==> config.mk <==
export PLATFORM = sky130hd
export DESIGN_NAME = imm_gen_pipe
export DESIGN_NICKNAME = d
export VERILOG_FILES = /design/src/rtl/imm_gen_pipe.sv
export SDC_FILE = /design/constraint.sdc
export NUM_CORES = 1
export LEC_CHECK = 0
export ABC_AREA = 1
export CAP_MARGIN = 20
export CORE_ASPECT_RATIO = 0.9
export CORE_MARGIN = 2
export CORE_UTILIZATION = 51
export CTS_CLUSTER_DIAMETER = 150
export DETAILED_ROUTE_END_ITERATION = 10
export GPL_TIMING_DRIVEN = 1
export PLACE_DENSITY = 0.78
export SYNTH_ARGS = -nofsm -noshare
export SYNTH_HDL_FRONTEND = slang
export SYNTH_SLANG_ARGS = --single-unit
==> constraint.sdc <==
create_clock -name clk -period 1.5 [get_ports clk]
set_input_delay 0.3 -clock clk [delete_from_list [all_inputs] [get_ports clk]]
set_output_delay 0.3 -clock clk [all_outputs]
set_load 0.01 [all_outputs]
==> src/rtl/imm_gen_pipe.sv <==
// LEGv8 immediate generator with a valid/ready output stage and skid buffer.
// Decodes D/CB/B/I/IW formats, optionally scales branch offsets, counts illegal words.
module imm_gen_pipe #(
    parameter int N        = 64,
    parameter int BR_SCALE = 0,
    parameter int CNT_W    = 16
) (
    input  logic             clk,
    input  logic             reset_n,
    input  logic             in_valid,
    output logic             in_ready,
    input  logic [31:0]      instr,
    output logic             out_valid,
    input  logic             out_ready,
    output logic [N-1:0]     imm,
    output logic [2:0]       fmt,
    output logic             illegal,
    output logic [CNT_W-1:0] illegal_cnt
);

    typedef enum logic [2:0] {
        FMT_ILL = 3'd0,
        FMT_D   = 3'd1,
        FMT_CB  = 3'd2,
        FMT_B   = 3'd3,
        FMT_I   = 3'd4,
        FMT_IW  = 3'd5
    } fmt_e;

    typedef enum logic [1:0] {
        EMPTY,
        ONE,
        FULL
    } state_e;

    logic [N-1:0]     dec_imm;
    fmt_e             dec_fmt;
    logic             dec_ill;
    logic             accept;
    logic [CNT_W-1:0] cnt_d;

    state_e           state_q;
    logic             in_ready_q;
    logic [N-1:0]     or_imm_q, sr_imm_q;
    fmt_e             or_fmt_q, sr_fmt_q;
    logic             or_ill_q, sr_ill_q;
    logic [CNT_W-1:0] cnt_q;

    always_comb begin
        dec_fmt = FMT_ILL;
        dec_imm = '0;
        if (instr[31:21] == 11'b11111000010 || instr[31:21] == 11'b11111000000) begin
            dec_fmt = FMT_D;
            dec_imm = {{(N-9){instr[20]}}, instr[20:12]};
        end else if (instr[31:24] == 8'hB4 || instr[31:24] == 8'hB5 ||
                     instr[31:24] == 8'h54) begin
            dec_fmt = FMT_CB;
            dec_imm = {{(N-19){instr[23]}}, instr[23:5]};
        end else if (instr[31:26] == 6'b000101 || instr[31:26] == 6'b100101) begin
            dec_fmt = FMT_B;
            dec_imm = {{(N-26){instr[25]}}, instr[25:0]};
        end else if (instr[31:22] == 10'b1001000100 || instr[31:22] == 10'b1101000100) begin
            dec_fmt = FMT_I;
            dec_imm = N'(instr[21:10]);
        end else if (instr[31:23] == 9'b110100101) begin
            dec_fmt = FMT_IW;
            // Shifts of N or more bits (N=32, hw>=2) yield zero.
            dec_imm = N'(instr[20:5]) << {instr[22:21], 4'b0000};
        end
        if (BR_SCALE != 0 && (dec_fmt == FMT_CB || dec_fmt == FMT_B)) begin
            dec_imm = dec_imm << 2;
        end
    end

    assign dec_ill = (dec_fmt == FMT_ILL);
    assign accept  = in_valid && in_ready_q;

    always_comb begin
        cnt_d = cnt_q;
        if (accept && dec_ill && cnt_q != '1) begin
            cnt_d = cnt_q + 1'b1;
        end
    end

    always_ff @(posedge clk or negedge reset_n) begin
        if (!reset_n) begin
            state_q    <= EMPTY;
            in_ready_q <= 1'b1;
            or_imm_q   <= '0;
            or_fmt_q   <= FMT_ILL;
            or_ill_q   <= 1'b0;
            sr_imm_q   <= '0;
            sr_fmt_q   <= FMT_ILL;
            sr_ill_q   <= 1'b0;
            cnt_q      <= '0;
        end else begin
            cnt_q <= cnt_d;
            case (state_q)
                EMPTY: begin
                    if (accept) begin
                        or_imm_q <= dec_imm;
                        or_fmt_q <= dec_fmt;
                        or_ill_q <= dec_ill;
                        state_q  <= ONE;
                    end
                end
                ONE: begin
                    if (accept && out_ready) begin
                        or_imm_q <= dec_imm;
                        or_fmt_q <= dec_fmt;
                        or_ill_q <= dec_ill;
                    end else if (accept) begin
                        // Consumer stalled: park the new word so fetch never sees out_ready.
                        sr_imm_q   <= dec_imm;
                        sr_fmt_q   <= dec_fmt;
                        sr_ill_q   <= dec_ill;
                        in_ready_q <= 1'b0;
                        state_q    <= FULL;
                    end else if (out_ready) begin
                        state_q <= EMPTY;
                    end
                end
                FULL: begin
                    if (out_ready) begin
                        or_imm_q   <= sr_imm_q;
                        or_fmt_q   <= sr_fmt_q;
                        or_ill_q   <= sr_ill_q;
                        in_ready_q <= 1'b1;
                        state_q    <= ONE;
                    end
                end
                default: begin
                    state_q    <= EMPTY;
                    in_ready_q <= 1'b1;
                end
            endcase
        end
    end

    assign in_ready    = in_ready_q;
    assign out_valid   = (state_q != EMPTY);
    assign imm         = or_imm_q;
    assign fmt         = or_fmt_q;
    assign illegal     = or_ill_q;
    assign illegal_cnt = cnt_q;

endmodule

# Yosys cells after proc, flatten, opt, wreduce, memory -nomap -nowiden

Cells that the tools add are included.

Bits in registers: 155
Input port bits: 36

Add/sub/neg operators: 1
Equal/unequal tests: 19
Shifts and indexed selects: 1
Mux-type cells: 32
Bitwise operators: 2
Reductions and logical operators: 17

Operators by type and width:

| kind                                           | count |
|---|---|
| 2-to-1 mux 64 bit                              | 8 |
| one-hot mux 64 bit (3 select lines)            | 1 |
| << shifter 16 x 6 -> 64 bit                    | 1 |
| 2-to-1 mux 3 bit                               | 8 |
| == test 11 bit (second input constant)         | 2 |
| == test 10 bit (second input constant)         | 2 |
| adder 16 x 1 -> 16 bit (second input constant) | 1 |
| == test 8 bit (second input constant)          | 2 |
| inequality test 16 bit (second input constant) | 1 |
| AND reduction 4 bit                            | 3 |
| 2-to-1 mux 2 bit                               | 5 |
| inequality test 2 bit (second input constant)  | 5 |
| == test 9 bit (second input constant)          | 1 |
| one-hot mux 3 bit (3 select lines)             | 1 |
| == test 8 x 7 -> 1 bit (second input constant) | 1 |
| == test 6 x 3 -> 1 bit (second input constant) | 1 |
| == test 6 bit (second input constant)          | 1 |
| 2-to-1 mux 1 bit                               | 6 |
| one-hot mux 1 bit (3 select lines)             | 2 |
| one-hot mux 2 bit (3 select lines)             | 1 |
| logical OR 1 bit                               | 5 |
| logical AND 1 bit                              | 4 |
| logical NOT 3 bit                              | 1 |
| inequality test 3 bit (second input constant)  | 1 |
| 7 further kinds                                | 8 |

# Depth between registers and ports, before layout

Gate-level depths: netlist (run 1).

Depth after elaboration: 9
Gate-level depth with buffers: 11
Mapped depth without buffers: 10

# Worst setup path after synthesis (run 1)

Ideal clock, no wire load.

Path kind: register to register
Start: register cnt_q[0], in the netlist illegal_cnt[0]
End: register cnt_q[10], in the netlist illegal_cnt[10]
Library setup time: 119 ps
Data arrival time: 1603 ps
Data required time: 1381 ps
Setup slack: -222 ps
Stages on the path, launching flop included: 10
Cell sequence: dfrtp_1 ha_1 nand3_1 nor2_2 nand2_1 nor2_1 nand2_1 clkbuf_1 nand4_1 nand2_1

Cells in the longest elaborated chain, start to end: 2

Ends and longest elaborated chain:

| item                                                                           | RTL line | text |
|---|---|---|
| from (decl)                                                                    | 47       | `logic [CNT_W-1:0] cnt_q;` |
| from (signal assigned)                                                         | 97       | `cnt_q <= cnt_d;` |
| parallel branches: the longest is 2 deep, another holds adder 16 x 1 -> 16 bit | n/a      |  |

Parallel ways; which one is timed is not known.
A chain may end at the register's enable or synchronous reset.

# Final worst setup path (run 1)

Start: register state_q[1]
End: register or_imm_q[58], in the netlist imm[58]

Cells in the longest elaborated chain, start to end: 3

Ends and longest elaborated chain:

| item                                                                  | RTL line | text |
|---|---|---|
| from (decl)                                                           | 42       | `state_e state_q;` |
| from (signal assigned)                                                | 87       | `state_q <= EMPTY;` |
| from (signal assigned)                                                | 104      | `state_q <= ONE;` |
| from (signal assigned)                                                | 118      | `state_q <= FULL;` |
| == test 2 x 1 -> 1 bit, or another cell as far along                  | 98       | `case (state_q)` |
| inequality test 2 bit (no line) or nonzero test 3 bit (tied branches) | n/a      |  |
| AND reduction 4 bit (no line)                                         | n/a      |  |
| to (signal assigned)                                                  | 101      | `or_imm_q <= dec_imm;` |
| to (signal assigned)                                                  | 109      | `or_imm_q <= dec_imm;` |
| to (signal assigned)                                                  | 125      | `or_imm_q <= sr_imm_q;` |
| to (decl)                                                             | 44       | `logic [N-1:0] or_imm_q, sr_imm_q;` |

Parallel ways exist; a longest one is shown, timed or not.

==> results of run 1 <==
==> stage by stage <==
stage / total power [mW] / util [%]
4_1_cts: 18.21 / 72.75
3_5_place_dp: 13.61 / 65.94
3_3_place_gp: 13.40 / 65.94
6_report: 21.00 / 79.20
2_1_floorplan: 10.16 / -
5_1_grt: 21.84 / 79.19
==> cells in the final DEF (no fill, tap or decap), types with 31 or more instances in the layout <==
master         count
dlygate4sd2_1     86
nand3_1           66
nand2_1          348
inv_1             67
nor2_4            40
clkbuf_16         31
nand4_1           74
dfrtp_1          152
buf_4            134
a21oi_1           34
a21oi_2           42
o21ai_0           31
nor2_1           190
==> flip-flops by register name, indices dropped and copies added (netlist names) <==
signal       count
fmt              3
illegal          1
illegal_cnt     16
imm             64
in_ready         1
sr_fmt_q         3
sr_ill_q         1
sr_imm_q        64
state_q          2
==> per-layer routing <==
layer | routed length (um) | up-vias | track usage (%)
met4 | 2338 | 0 | 14.33
met3 | 4304 | 243 | 6.851
met5 | 0 | - | 0
li1 | - | 4781 | -
met2 | 18460 | 940 | 57.13
met1 | 14490 | 5261 | 47.86
==> worst min-delay path by stage <==
| stage | start | endpoint | slack, ns | cells after the start |
|---|---|---|---|---|
| after floorplan | reset_n | fmt[0] | 0.004 | 0 |
| after global placement | reset_n | imm[20] | 0.20 | 1 |
| after detailed placement | reset_n | imm[21] | 0.20 | 1 |
| after CTS | reset_n | imm[21] | 0.32 | 2 |
| after global routing | reset_n | imm[20] | 0.35 | 2 |
| final | reset_n | imm[20] | 0.31 | 2 |
==> cells by family after synthesis <==
logic type / Yosys count
xor gates and xnor gates: 11
and+or+nand+nor: 789
DFF: 155
AOI/OAI and AO/OA: 174
buffers and inverters: 174
adders and majority gates: 1
==> worst max-delay path, cell delays in order, from the launching register on <==
cell and delay (ns):
dfrtp_1 0.39, nor2_2 0.07, buf_4 0.14, nor2_2 0.32, a21oi_4 0.06, buf_12 0.17
nand2_8 0.12, clkinv_2 0.10, buf_12 0.15, nor2_1 0.15, a21oi_1 0.08
==> layout make-up <==
type / count / area [um2] / area share, %
antenna: 1 / 2.502 / 0.01800
clock buffer: 21 / 470.5 / 3.384
clock inverter: 11 / 133.9 / 0.9629
inverter: 86 / 357.8 / 2.574
multi-input combinational: 978 / 5394 / 38.80
sequential: 155 / 3882 / 27.92
tap: 240 / 300.3 / 2.160
timing repair buffer: 322 / 3362 / 24.18
==> power groups by stage <==
| stage | Sequential, mW | Combinational [mW] | Clock (mW) |
|---|---|---|---|
| 5_1_grt | 7.11 | 9.97 | 4.77 |
| 4_1_cts | 6.67 | 7.06 | 4.48 |
| 3_5_place_dp | 6.72 | 6.89 | 0 |
| 2_1_floorplan | 6.98 | 3.18 | 0 |
| 3_3_place_gp | 6.69 | 6.70 | 0 |
| 6_report | 7.01 | 9.40 | 4.59 |
==> timing repair <==
| item | 4_1_cts | 5_1_grt |
|---|---|---|
| endpoints found under the setup margin | 236 | 153 |
| gates resized for setup | 191 | 199 |
| gates cloned | 9 | 18 |
| endpoints found under the hold margin | 25 | 0 |
| setup buffers | 22 | 18 |
| pin swaps | 19 | 64 |
| hold buffers | 1 | 0 |
==> summary.md, run 1 <==
| Metric | Value |
|---|---|
| Effective utilization at floorplan | `between 50 and 60%` |
| Number of synthesized register bits | `155` |
| Number of synthesized flops with an enable pin | `0` |
| Final min period | `about 1.9 ns` |
| Top cells by area, synth | `dfrtp_1, nand2_1, nor2_1, nand4_1, a21oi_1` |
| Initial antenna violation count | `1` |
| Largest net degree at the start of global routing | `between 40 and 50` |
| Clock transition at path regs | `0.07 ns` |
| Register share of total power | `between 30 and 40%` |
| Net Sw Power | `8.347 mW` |
| P per Cell Area | `approximately 1500 nW/um2` |
| Synth top area share | `about 42%` |
| Startpoint types | `flip-flop` |
| Failing checks | `negative setup slack` |
| Synth area leader | `dfrtp_1` |
| FF-to-FF Start | `state_q[1]` |
| Vias in the first global route | `9735` |
| Htree depth | `4` |
| Layout Nets | `1597` |
| Die area | `18940 um2` |
| Most frequent cell after synthesis | `nand2_1` |
| Port bufs | `about 120` |
| Prevailing post-synth register cell | `dfrtp_1` |
| Synth cell count leaders | `nand2_1, nor2_1, dfrtp_1` |
| Post-synth cell types | `33` |
| Final period utilization | `125.2%` |
| Fin Setup TNS | `-19.92 ns` |
| XOR/XNOR share of the synthesized area | `around 1.1%` |
| Max Cap Viol | `0` |
| Worst Tran Pin Value | `0.4075 ns` |
| Final Cell Area | `about 14000 um2` |
| Die width | `about 140 um` |
| Antenna Nets Post-Route | `0` |
| Std cell rows | `46` |
| Cell-internal power | `~13 mW` |
| Type of the worst min-delay path | `input pin to asynchronous set/reset pin` |
| Max_slew headroom | `72.81%` |
| Pre-CTS setup slack | `-0.7603 ns` |
| Unrepaired setup endpoints after global routing | `yes` |
| Synth async-reset ratio | `100.0%` |
| Skew-Pair Late Insertion Delay | `0.44 ns` |
| Register area share after synthesis | `between 40% and 50%` |
| Area of the core | `between 15000 and 20000 um2` |
| CTS buffer count | `17` |
| Compound-cell area share of the yosys netlist | `11.31%` |
| R2R Path End | `imm[58]` |
| Mux contribution to synthesized area | `0%` |
| Peak supply drop | `around 990 uV` |
| Crit path max fanout | `12` |
| Post-route worst setup slack | `-0.3786 ns` |
| Clock share of power | `21.9%` |
| DRC errors left | `0` |
| Layout area overhead | `52.68%` |
| Final HPWL DP | `20800 um` |
| Crit path DAT | `2.20 ns` |
| CP endpoint | `imm[58]` |
| Cell Area, Placed | `around 12000 um2` |
| Root buffer cell | `clkbuf_16` |
| Max Slew Vio Count | `0` |
| Final Skew | `between 0.01 and 0.015 ns` |
| Final setup violating endpoints | `120` |
| First-pass GRT wire length | `51990 um` |
| R2R Setup Slk | `-0.38 ns` |
| Switch share | `39.75%` |
| # fillers | `1080` |
| Mapped Area | `between 9000 and 10000 um2` |
| Cells after DPL | `approximately 1700` |
| CP startpoint | `state_q[1]` |
| Syn avg cell area | `6.983 um2` |
| Overflow after GRT | `0` |
| R2R cell count | `10` |
| Min Hold Slack | `0.3117 ns` |
| Status | `complete, but fails checks` |
| WS Path Type | `flip-flop to flip-flop` |
| Final Hold Vio Count | `0` |
| Syn nets | `1341` |
| Drt pass-1 iters | `6` |
| Share of layout cells above drive strength 1 | `28.10%` |
| Die Y | `130.8 um` |
| Initial DRC Count | `1633` |
| Max Root-Sink Buffers | `2` |
| Combinational group share of total power | `44.8%` |
| Warning count from the yosys run | `0` |
| Syn Inst Count | `1304` |
| All-layer global routing usage | `a little over a third` |
| Pleak | `7.140 nW` |
| Fmax | `roughly 530 MHz` |
| Clk sinks | `155` |
| DR vias | `11230` |
| Critical Path RT | `between 1.5 and 2 ns` |
| Post-Synth Simple-Gate Area | `~37%` |
| Total Routed Length | `39590 um` |
| Largest family of logic cells by synthesized area | `simple AND/OR/NAND/NOR gates` |
| Adder-Cell Fraction of Synth Area | `less than 1%` |
| Fin cells | `between 1500 and 2000` |
| Drt wl/cell | `21.82 um` |
| GPL Wtd Cong | `0.9979` |
| Worst setup EP type | `flip-flop` |
| IO Pins | `122` |
| Vias per cell | `6.188` |
| CTS tree | `yes` |
(Power assumes the default switching activity.)
==> inputs of run 2 (changes only) <==
SLEW_MARGIN = 0   (was not set)
==> results of run 2 <==
The final DEF is identical to that of run 1; final timing and power are the same.
==> inputs of run 3 (changes only) <==
ABC_CLOCK_PERIOD_IN_PS = 1500   (was not set)
GPL_ROUTABILITY_DRIVEN = 0   (was not set)
==> summary.md, run 3 (synthesis results as in run 1) <==
| Metric | Value |
|---|---|
| Clk sinks | `155 (unchanged)` |
| Worst Tran Pin Value | `0.3733 ns (was 0.4075 ns)` |
| Crit path DAT | `1.95 ns (was 2.20 ns)` |
| Final Hold Vio Count | `0 (unchanged)` |
| Final period utilization | `108.3% (was 125.2%)` |
| R2R Setup Slk | `-0.12 ns (was -0.38 ns)` |
| Fmax | `615.7 MHz (was 532.3 MHz)` |
| Switch share | `36.81% (was 39.75%)` |
| Type of the worst min-delay path | `input pin to asynchronous set/reset pin (unchanged)` |
| CTS tree | `yes (unchanged)` |
| Critical Path RT | `1.82 ns (about the same)` |
| Cell-internal power | `11.91 mW (was 12.65 mW)` |
| Final min period | `1.624 ns (was 1.879 ns)` |
| Max_slew headroom | `74.98% (was 72.81%)` |
| Unrepaired setup endpoints after global routing | `yes (unchanged)` |
| Fin cells | `1766 (was 1814)` |
| Die Y | `130.8 um (unchanged)` |
| Status | `complete, but fails checks (unchanged)` |
| Register share of total power | `36.1% (was 33.4%)` |
| Most common cell after layout, fill and taps aside | `nand2_1 (unchanged)` |
| Layout Nets | `1555 (was 1597)` |
| Port bufs | `121 (unchanged)` |
| Final Util | `73.66% (was 79.20%)` |
| Commonest non-fill, non-tap cells in the layout | `nand2_1, nor2_1, dfrtp_1 (unchanged)` |
| Share of layout cells above drive strength 1 | `21.36% (was 28.10%)` |
| IO Pins | `122 (unchanged)` |
| All-layer global routing usage | `32.26% (was 35.61%)` |
| CTS buffer count | `17 (unchanged)` |
| Antenna Nets Post-Route | `0 (unchanged)` |
| Initial antenna violation count | `1 (unchanged)` |
| Final HPWL DP | `19880 um (was 20800 um)` |
| Final Skew | `0.008583 ns (was 0.01280 ns)` |
| WS Path Type | `flip-flop to flip-flop (unchanged)` |
| Net Sw Power | `6.940 mW (was 8.347 mW)` |
| P per Cell Area | `1458 nW/um2 (was 1510 nW/um2)` |
| Root buffer cell | `clkbuf_16 (unchanged)` |
| Htree depth | `4 (unchanged)` |
| Max Root-Sink Buffers | `2 (unchanged)` |
| Diode count | `0 (was 1)` |
| Met1 GRT Util | `41.98% (was 47.86%)` |
| DR vias | `10300 (was 11230)` |
| Clock share of power | `23.2% (was 21.9%)` |
| Vias in the first global route | `9533 (was 9735)` |
| First-pass GRT wire length | `47770 um (was 51990 um)` |
| Effective utilization at floorplan | `51.87% (unchanged)` |
| Initial DRC Count | `1118 (was 1633)` |
| Post-route worst setup slack | `-0.1241 ns (was -0.3786 ns)` |
| Die area | `18940 um2 (unchanged)` |
| Max Cap Viol | `0 (unchanged)` |
| Gr busiest metal | `met2 (unchanged)` |
| Clock transition at path regs | `0.06 ns (was 0.07 ns)` |
| Peak supply drop | `1019 uV (was 992.9 uV)` |
| Die width | `144.9 um (unchanged)` |
| Skew-Pair Late Insertion Delay | `0.44 ns (about the same)` |
| Drt wl/cell | `18.42 um (was 21.82 um)` |
| Std cell rows | `46 (unchanged)` |
| Overflow after GRT | `0 (unchanged)` |
| Vias per cell | `5.835 (was 6.188)` |
| Failing checks | `negative setup slack (unchanged)` |
| Crit path max fanout | `19 (was 12)` |
| Cells after DPL | `1707 (was 1721)` |
| DRC errors left | `0 (unchanged)` |
| GR met2 Demand/Resource | `52.83% (was 57.13%)` |
| Max Slew Vio Count | `0 (unchanged)` |
| Fin Setup TNS | `-4.476 ns (was -19.92 ns)` |
| Drt pass-1 iters | `8 (was 6)` |
| Final setup violating endpoints | `92 (was 120)` |
| Met3 usage | `5.977% (was 6.851%)` |
| # fillers | `1263 (was 1080)` |
| Startpoint types | `flip-flop (unchanged)` |
| Total Routed Length | `32540 um (was 39590 um)` |
| Area of the core | `17550 um2 (unchanged)` |
| Pleak | `6.791 nW (was 7.140 nW)` |
| Largest net degree at the start of global routing | `43 (was 42)` |
| Combinational group share of total power | `40.8% (was 44.8%)` |
| Pre-CTS setup slack | `-0.7438 ns (was -0.7603 ns)` |
| Layout area overhead | `42.00% (was 52.68%)` |
| Worst setup EP type | `flip-flop (unchanged)` |
run 3: cell types whose count changed in the layout (fill, tap and decap cells not counted), sizes merged, moves of 2 or more:
cell           change
buf               -36
clkbuf             -7
clkdlybuf4s15      -2
inv                -2
run 3: critical path, cell delays in order, from the launching register on:
cell and delay (ns):
dfrtp_2 0.46, nor2_4 0.15, nor2_4 0.05, a21oi_4 0.14, buf_6 0.16, nand2_8 0.10
buf_12 0.18, a21oi_1 0.17, a21oi_1 0.10
run 3: through the flow:
| step | total power [mW] | hold slack, ns | area (um2) |
|---|---|---|---|
| floorplan | 10.16 | 0.004409 | 9180 |
| detailed placement | 13.67 | 0.1854 | 11520 |
| finish | 18.85 | 0.3075 | 12930 |
| global placement | 13.45 | 0.1845 | 11520 |
| global route | 19.81 | 0.3303 | 12930 |
| CTS | 17.77 | 0.3038 | 12430 |
run 3: worst paths after layout:
kind	end	from	cells past startpoint
min in group clk	sr_fmt_q[0]	instr[26]	6
max reg2reg	imm[26]	state_q[1]	8
min reg2reg	imm[46]	imm[46]	2
max	imm[26]	state_q[1]	8
max in group asynchronous	in_ready	reset_n	3
min	imm[12]	reset_n	2
run 3: cell type report:
type                       count  area, um2  area share [%]
timing repair inverter         1      11.26         0.08708
clock inverter                 8      122.6          0.9482
inverter                      86      356.6           2.758
sequential                   155       3884           30.03
multi-input combinational    978       4997           38.65
tap                          240      300.3           2.322
clock buffer                  19      452.9           3.503
timing repair buffer         279       2806           21.70
run 3: what timing repair did:
action,in CTS,in global routing
endpoints found under the hold margin,21,0
buffers inserted,11,7
hold buffers,1,0
pin swaps,15,39
resized for setup,166,98
setup endpoints to repair,237,153
gates cloned,6,8
run 3: power by group through the flow:
| stage | clock network [mW] | logic (mW) | registers [mW] |
|---|---|---|---|
| 2_1_floorplan | 0 | 3.18 | 6.98 |
| 3_3_place_gp | 0 | 6.73 | 6.72 |
| 3_5_place_dp | 0 | 6.93 | 6.74 |
| 4_1_cts | 4.32 | 6.75 | 6.70 |
| 5_1_grt | 4.55 | 8.35 | 6.92 |
| 6_report | 4.37 | 7.68 | 6.80 |
run 3: layer usage:
| layer | up-vias | part of all wire (%) |
|---|---|---|
| li1 | 4681 | - |
| met1 | 4857 | 38 |
| met2 | 646 | 48 |
| met3 | 120 | 9.6 |
| met4 | 0 | 3.9 |
| met5 | - | 0 |
==> RTL edit, RTL diff (flow settings as in run 2) <==
Put one more register stage on the output `illegal_cnt`. The value now appears one clock later. The other outputs are not delayed to match.
--- a/src/rtl/imm_gen_pipe.sv
+++ b/src/rtl/imm_gen_pipe.sv
@@ -142,7 +142,9 @@
     assign imm         = or_imm_q;
     assign fmt         = or_fmt_q;
     assign illegal     = or_ill_q;
-    assign illegal_cnt = cnt_q;
+    always_ff @(posedge clk) begin
+        illegal_cnt <= cnt_q;
+    end
 
 endmodule
 
Check against the original RTL: not equivalent (a bounded check fails within 4 cycles, from zero or initial values and one cycle with reset_n low).
==> RTL edit against run 2 <==
  * The run still ends with negative setup slack left
  * Utilization increased by 4.4 points
  * Via count increased by 4.9%
  * Worst setup slack got worse by 210 ps
  * Area after synthesis increased by 0.77%
  * Routed wire length increased by 10%
  * Fmax decreased by 10%
  * Total power increased by 14%
  * Non-clock buffer count increased by 21
  * Clock skew increased by 2.3 ps
  * Global-route usage increased by 5.9 points
  * Final area increased by 5.9%
  * Sequential cell count increased by 16
  * Cell count decreased by 0.28%
==> RTL edit: results (changes against run 2) <==
number of global-route vias before repair=11400 (was 9735); clock slew at the register clock pins of the worst setup and hold paths=90 ps (was 70 ps); final hold slack=339 ps (was 312 ps); Synth cell types=30 (was 33); Worst Tran Pin Value=638 ps (was 407 ps); filler cell count in the final layout=965 (was 1080); violations in the final reports=negative setup slack (unchanged); maximum number of pins on one net before global-route repair=48 (was 42); total of endpoints with negative setup slack in the final report=158 (was 120); status=finished with violations (unchanged); fraction of the mapped netlist area in adder cells=0.136% (was 0.137%); Multi-In Gates=935 (was 978); data arrival time at the worst-slack endpoint=2470 ps (was 2200 ps); number of design-rule violations left by the first detailed-router iteration=1720 (was 1633); Area growth, synth to finish=60.4% (was 52.7%); crit-path leading delay family=buffers and inverters (was simple AND/OR/NAND/NOR gates); TritonCTS sink count=171 (was 155); multi-input gate share of total cell area=37.5% (was 38.8%); area taken by multi-input logic gates=5520 um2 (was 5390 um2); Post-layout nets=1593 (was 1597); beginning of the critical path=in_ready (was state_q[1]); setup slack after placement=-829 ps (was -760 ps); most instantiated cells after synthesis=nand2_1 (334), nor2_1 (162), dfrtp_1 (154), o21ai_0 (127), nand3_1 (93) (was nand2_1 (368), nor2_1 (244), dfrtp_1 (154), a21oi_1 (84), nand4_1 (74)); number of vias per cell after detailed routing=6.51 (was 6.19); vias after detailed routing=11800 (was 11200); first-pass GRT wire length=62100 um (was 52000 um); routability congestion estimate from global placement=0.955 (was 0.998); share of cells above drive strength 1=33.5% (was 28.1%); inverter count of the layout excluding clock inverters=88 (was 86); Signal buffers=343 (was 322); Compound-Gate Fraction of Synth Area=13.1% (was 11.3%); Critical path destination=illegal (was imm[58]); Post-Syn Area per Cell=7.15 um2 (was 6.98 um2); Tot GR Track Use=41.5% (was 35.6%); ClkCell Share=4.00% (was 4.35%); biggest cell delay along the critical path=570 ps (was 390 ps); dominant cells by area after synthesis=dfrtp_1 (42%), nand2_1 (14%), o21ai_0 (6.9%) (was dfrtp_1 (42%), nand2_1 (15%), nor2_1 (10%)); xor-xnor portion of the synthesized cell area=1.05% (was 1.06%); worst clock skew=15.1 ps (was 12.8 ps); share of total power in sequential cells=30.1% (was 33.4%); Antenna Cells=0 (was 1); clk_buf instances=18 (was 21); leakage=7.63 nW (was 7.14 nW); cell area after placement=11900 um2 (was 11600 um2); power dissipated by switching net loads=0.0100 W (was 0.00835 W); Worst Setup Slack, final=-587 ps (was -379 ps)
## RTL edit: timing repair
| item | CTS | global route |
|---|---|---|
| pin swaps | 66 | 55 |
| gates cloned | 30 | 2 |
| buffers inserted | 37 | 14 |
| hold buffers | 1 | 0 |
| endpoints found under the setup margin | 239 | 158 |
| resized for setup | 348 | 186 |
| hold endpoints to repair | 28 | 0 |
## RTL edit: layer usage
metal,share of wire [%],track usage [%],vias up
met4,7.9,28.0,0
met5,0,0,-
met3,12,9.58,370
met2,46,65.8,1132
li1,-,-,4807
met1,34,50.6,5462
## RTL edit: worst register-to-register path: stages (launching register included)
cell      delay (ps)
dfstp_2          570
nand2_4           80
buf_4            150
nand3_1           80
nand2_1          140
a21oi_4          190
clkinv_4         130
buf_12           170
buf_16           160
a21oi_4          140
o21ai_2           90
nand2_1          110
